`src/rtl/vga_pkg.sv`:
```
// vga_pkg: shared VGA geometry, capture FSM states and frame-size helper.
package vga_pkg;
  localparam int H_ACTIVE = 640;
  localparam int V_ACTIVE = 480;
  typedef enum logic [1:0] {IDLE, WAIT_VSYNC, CAPTURE, DONE} estado_captura_t;
  function automatic int frame_words(input int decim, input int h, input int v);
    return (h / decim) * (v / decim);
  endfunction
endpackage

```
`src/rtl/detector_flancos.sv`:
```
// detector_flancos: registers a 1-bit input and flags its rising/falling edges.
module detector_flancos #(
  parameter logic RST_VAL = 1'b0
) (
  input  logic clk,
  input  logic rst,
  input  logic d,
  output logic q,
  output logic rise,
  output logic fall
);
  logic q_q, prev_q;
  always_ff @(posedge clk) begin
    if (rst) begin
      q_q    <= RST_VAL;
      prev_q <= RST_VAL;
    end else begin
      q_q    <= d;
      prev_q <= q_q;
    end
  end
  assign q    = q_q;
  assign rise = q_q & ~prev_q;
  assign fall = ~q_q & prev_q;
endmodule

```
`src/rtl/vga_captura.sv`:
```
// vga_captura: captures one decimated VGA frame into a linear frame buffer.
module vga_captura
  import vga_pkg::*;
#(
  parameter int ADDR_W = 18,
  parameter int DECIM  = 2,
  parameter int H_ACT  = H_ACTIVE,
  parameter int V_ACT  = V_ACTIVE
) (
  input  logic              clock_25,
  input  logic              reset,
  input  logic              start,
  input  logic              hsync,
  input  logic              vsync,
  input  logic              n_blank,
  input  logic [7:0]        red,
  input  logic [7:0]        green,
  input  logic [7:0]        blue,
  output logic [ADDR_W-1:0] address,
  output logic [23:0]       data_out,
  output logic              we,
  output logic              busy,
  output logic              done,
  output logic              frame_error
);
  localparam int XW = $clog2(H_ACT + 1);
  localparam int YW = $clog2(V_ACT + 1);
  localparam logic [ADDR_W-1:0] LAST = ADDR_W'(frame_words(DECIM, H_ACT, V_ACT) - 1);
  estado_captura_t state_q, state_d;
  logic start_q, hs_q, unused_hs;
  logic vs_fall, nb_q, nb_fall, unused_vs_q, unused_vs_rise, unused_nb_rise;
  logic [23:0] rgb_q, data_q, data_d;
  logic [XW-1:0] x_q, x_d;
  logic [YW-1:0] y_q, y_d;
  logic [ADDR_W-1:0] wptr_q, wptr_d, address_q, address_d;
  logic full_q, full_d, we_q, we_d, err_q, err_d, store;
  detector_flancos #(.RST_VAL(1'b1)) u_vs (
    .clk(clock_25), .rst(reset), .d(vsync),
    .q(unused_vs_q), .rise(unused_vs_rise), .fall(vs_fall)
  );
  detector_flancos #(.RST_VAL(1'b0)) u_nb (
    .clk(clock_25), .rst(reset), .d(n_blank),
    .q(nb_q), .rise(unused_nb_rise), .fall(nb_fall)
  );
  assign unused_hs = hs_q;
  always_comb begin
    state_d   = state_q;
    x_d       = x_q;
    y_d       = y_q;
    wptr_d    = wptr_q;
    full_d    = full_q;
    address_d = address_q;
    data_d    = data_q;
    we_d      = 1'b0;
    err_d     = err_q;
    store     = 1'b0;
    case (state_q)
      IDLE: if (start_q) begin
        state_d = WAIT_VSYNC;
        err_d   = 1'b0;
      end
      WAIT_VSYNC: if (vs_fall) begin
        state_d   = CAPTURE;
        x_d       = '0;
        y_d       = '0;
        wptr_d    = '0;
        full_d    = 1'b0;
        address_d = '0;
      end
      CAPTURE: begin
        x_d   = nb_q ? ((&x_q) ? x_q : x_q + 1'b1) : '0;
        store = nb_q && (DECIM == 1 || !x_q[0]) && (DECIM == 1 || !y_q[0]);
        if (store && full_q) err_d = 1'b1;
        if (store && !full_q) begin
          we_d      = 1'b1;
          address_d = wptr_q;
          data_d    = rgb_q;
          full_d    = wptr_q == LAST;
          wptr_d    = (wptr_q == LAST) ? wptr_q : wptr_q + 1'b1;
        end
        if (nb_fall) begin
          y_d = y_q + 1'b1;
          if (x_q != XW'(H_ACT)) err_d = 1'b1;
          if (y_q == YW'(V_ACT - 1)) state_d = DONE;
        end
        // an early vsync means the frame was truncated: restart on the next one
        if (vs_fall) begin
          state_d   = WAIT_VSYNC;
          err_d     = 1'b1;
          we_d      = 1'b0;
          wptr_d    = '0;
          full_d    = 1'b0;
          address_d = '0;
        end
      end
      DONE: state_d = IDLE;
      default: state_d = IDLE;
    endcase
  end
  always_ff @(posedge clock_25) begin
    if (reset) begin
      state_q   <= IDLE;
      start_q   <= 1'b0;
      hs_q      <= 1'b1;
      rgb_q     <= '0;
      x_q       <= '0;
      y_q       <= '0;
      wptr_q    <= '0;
      full_q    <= 1'b0;
      address_q <= '0;
      data_q    <= '0;
      we_q      <= 1'b0;
      err_q     <= 1'b0;
    end else begin
      state_q   <= state_d;
      start_q   <= start;
      hs_q      <= hsync;
      rgb_q     <= {red, green, blue};
      x_q       <= x_d;
      y_q       <= y_d;
      wptr_q    <= wptr_d;
      full_q    <= full_d;
      address_q <= address_d;
      data_q    <= data_d;
      we_q      <= we_d;
      err_q     <= err_d;
    end
  end
  assign address     = address_q;
  assign data_out    = data_q;
  assign we          = we_q;
  assign busy        = state_q == WAIT_VSYNC || state_q == CAPTURE;
  assign done        = state_q == DONE;
  assign frame_error = err_q;
endmodule

```
`config.mk`:
```
export PLATFORM = sky130hd
export DESIGN_NAME = vga_captura
export DESIGN_NICKNAME = d
export VERILOG_FILES = /design/src/rtl/vga_pkg.sv /design/src/rtl/detector_flancos.sv /design/src/rtl/vga_captura.sv
export SDC_FILE = /design/constraint.sdc
export NUM_CORES = 1
export LEC_CHECK = 0
export CAP_MARGIN = 20
export CORE_MARGIN = 2
export CORE_UTILIZATION = 50
export CTS_BUF_LIST = sky130_fd_sc_hd__clkbuf_2
export CTS_CLUSTER_DIAMETER = 150
export DETAILED_ROUTE_END_ITERATION = 8
export PLACE_DENSITY = 0.79
export SYNTH_ARGS = -nofsm -noshare
export SYNTH_HDL_FRONTEND = slang
export SYNTH_SLANG_ARGS = --single-unit
```
`constraint.sdc`:
```
create_clock -name clock_25 -period 1.85 [get_ports clock_25]
set_input_delay 0.2775 -clock clock_25 [delete_from_list [all_inputs] [get_ports clock_25]]
set_output_delay 0.2775 -clock clock_25 [all_outputs]
set_load 0.02 [all_outputs]
```
==> results.json <==
{
  "status": "complete, but fails checks",
  "violations": "setup timing",
  "holdWs_ns": 0.114,
  "rows": 35,
  "drv_slew": 0,
  "cts_buffer_depth": 2,
  "cp_max_fo": 6,
  "io_buffers": 74,
  "crit_arrival_ns": 2.51,
  "ant_nets": 0,
  "initial_core_util": 0.509,
  "core_area_um2": 9110,
  "dp_hpwl_mm": 7.68,
  "setup_ws_ns": -0.0345,
  "power_leakage_nw": 2.48,
  "gr-total-overflow": 0,
  "die_w_um": 100,
  "max_slew_margin": 0.709,
  "syn_nets": 579,
  "antenna_found_initial": 0,
  "synth_cell_type_count": 51,
  "clock-sinks": 113,
  "start_kind": "flip-flop",
  "cts_max_level": 4,
  "cp-startpoint": "wptr_q[0]",
  "gp_congestion": 0.922,
  "antenna_cells": 0,
  "syn_inst": 541,
  "grt_max_degree": 33,
  "crit_path_end_kind": "flip-flop",
  "maxCapViolCount": 0,
  "top_level_ports": 76,
  "wl_per_cell_um": 14.6,
  "synth_area_leaders": "dfxtp_1 49%, nand2_1 7.1%, a21oi_1 6.6%, nor2b_1 4.2%, nand3_1 3.7%",
  "synth-edff-count": 0,
  "cp.required_ns": 2.48,
  "finalCritPeriodShare": 1.02,
  "path_clk_slew_ns": 0.21,
  "cts_buffers": 17,
  "ys.flop_type": "dfxtp_1",
  "min_from": "red[5]",
  "finalHoldViolations": 0,
  "cts_root_buf": "clkbuf_2",
  "rrSetupSlack_ns": -0.03,
  "ir_worst_vdd_v": 0.000558,
  "clock_latency_ns": 0.68,
  "synthArstFlopShare": 0,
  "worst_pin_slew_ns": 0.436,
  "nFillCells": 726,
  "die_h_um": 100,
  "fin_nets": 701,
  "hold_path_class": "in2reg",
  "grt_pass1_vias": 4010,
  "dr.pass1.iters": 7,
  "r2r_start": "wptr_q[0]",
  "final_common_cell": "dfxtp_1",
  "dr_total_vias": 4351,
  "rr_endpoint": "wptr_q[16]",
  "rr_worst_depth": 5,
  "min_path_cells": 2,
  "drc": 0,
  "rsz0062_at_grt": "yes",
  "timing.fmax_ghz": 0.531,
  "via_per_inst": 5.53,
  "power_density_nw_per_um2": 967,
  "post_synth.cell_area_avg_um2": 8.56,
  "grt_pass1_wl_mm": 18.1,
  "seq_area_um2": 2280,
  "post-route-min-period_ns": 1.88,
  "multiInputGateArea_um2": 2300,
  "finalSetupViolCount": 3,
  "yosys.area.top_type_share": 0.488,
  "setup.worst_path.class": "reg2reg",
  "areaGrowthSynthToFinish_pct": 33.1,
  "yosys_warnings": 0,
  "drt-total-wl_mm": 11.5,
  "ys_ff_latch": 113,
  "synth_area_um2": 4630,
  "whs_endpoint": "rgb_q[21]",
  "cts_tree": "built",
  "grtUsageTotal": 0.225,
  "drive_gt1_frac": 0.197,
  "yosys.area.top_type": "dfxtp_1",
  "finClkSkew_ns": 0.0354,
  "fin_util": 0.677,
  "drtIter0Drc": 214,
  "die_area_um2": 10100,
  "ys_seq_area_frac": 0.488,
  "layout_common_cells": "104 x dfxtp_1, 88 x nand2_1, 60 x a21oi_1"
}
==> cell usage after synthesis, types with 10 or more instances <==
| master | instances |
|---|---|
| nor2_1 | 30 |
| nor2b_1 | 31 |
| nand3_1 | 34 |
| clkbuf_1 | 19 |
| nand4_1 | 13 |
| nand2_1 | 88 |
| o21ai_0 | 15 |
| dfxtp_1 | 113 |
| buf_2 | 10 |
| a21oi_1 | 61 |
| inv_1 | 10 |
==> worst max-delay path, stage by stage (launching register included) <==
cell and delay (ns):
dfxtp_2 0.41, ha_1 0.24, nand3_1 0.24, or3_1 0.42, or4_1 0.47, nand2_1 0.08
==> how the worst max path moves through the flow <==
stage / end / slack, ns / cells past startpoint
after floorplan: x_q[2] / -0.01 / 6
after global placement: wptr_q[0] / 0.03 / 8
after detailed placement: wptr_q[5] / -0.03 / 7
after CTS: busy / -0.11 / 4
after global routing: busy / -0.1 / 4
final: wptr_q[16] / -0.03 / 5
==> cell type report <==
cell class / instances / share of cell area
Timing Repair Buffer: 135 / 0.194
Multi-Input combinational cell: 386 / 0.373
Inverter: 10 / 0.00649
Clock buffer: 17 / 0.0138
Sequential cell: 113 / 0.370
Clock inverter: 15 / 0.0203
Tap cell: 111 / 0.0225
==> stage by stage <==
stage | TNS, ns | instance area (µm²) | power, mW | setup WS (ns) | std cells
detailed placement | -0.0621 | 5770 | 4.09 | -0.0271 | 741
floorplan | -0.0238 | 4650 | 3.49 | -0.0123 | 541
global route | -0.790 | 6170 | 6.26 | -0.0985 | 787
CTS | -0.108 | 5980 | 5.70 | -0.108 | 779
global placement | 0 | 5770 | 4.04 | 0.0284 | 741
finish | -0.0862 | 6170 | 5.96 | -0.0345 | 787
==> repair_timing <==
action / 4_1_cts / 5_1_grt
endpoints found under the setup margin: 54 / 39
resized for setup: 59 / 42
pin swaps: 3 / 14
cloned: 1 / 0
hold endpoints to repair: 3 / 0
setup buffers: 4 / 8
hold buffers: 1 / 0
==> kinds of logic after synthesis <==
logic type	share of synthesized area
AOI/OAI and AO/OA	0.134
and+or+nand+nor	0.292
adders and majority gates	0.0216
muxes	0.00432
xor gates and xnor gates	0.0208
DFF	0.488
buffers and inverters	0.0392
==> where the power goes <==
group	leakage, nW	switching [mW]	internal (mW)
Sequential	0.923	0.0451	2.51
Clock	0.132	1.10	0.394
Combinational	1.43	1.02	0.897
==> routing by layer <==
metal / part of all wire / wire length, µm / vias up / track usage
li1: - / - / 2138 / -
met5: 0 / 0 / - / 0
met3: 0.052 / 595 / 26 / 0.0627
met1: 0.41 / 4690 / 2030 / 0.264
met4: 0.020 / 231 / 0 / 0.109
met2: 0.52 / 5950 / 157 / 0.380
==> flip-flops by register name, indices dropped and copies added, names as in the netlist, 2 cells and up <==
register  flops
wptr_q       18
data_out     24
address      18
y_q           9
state_q       2
rgb_q        24
x_q          10
Note: power is estimated with default switching activity, not from simulation.
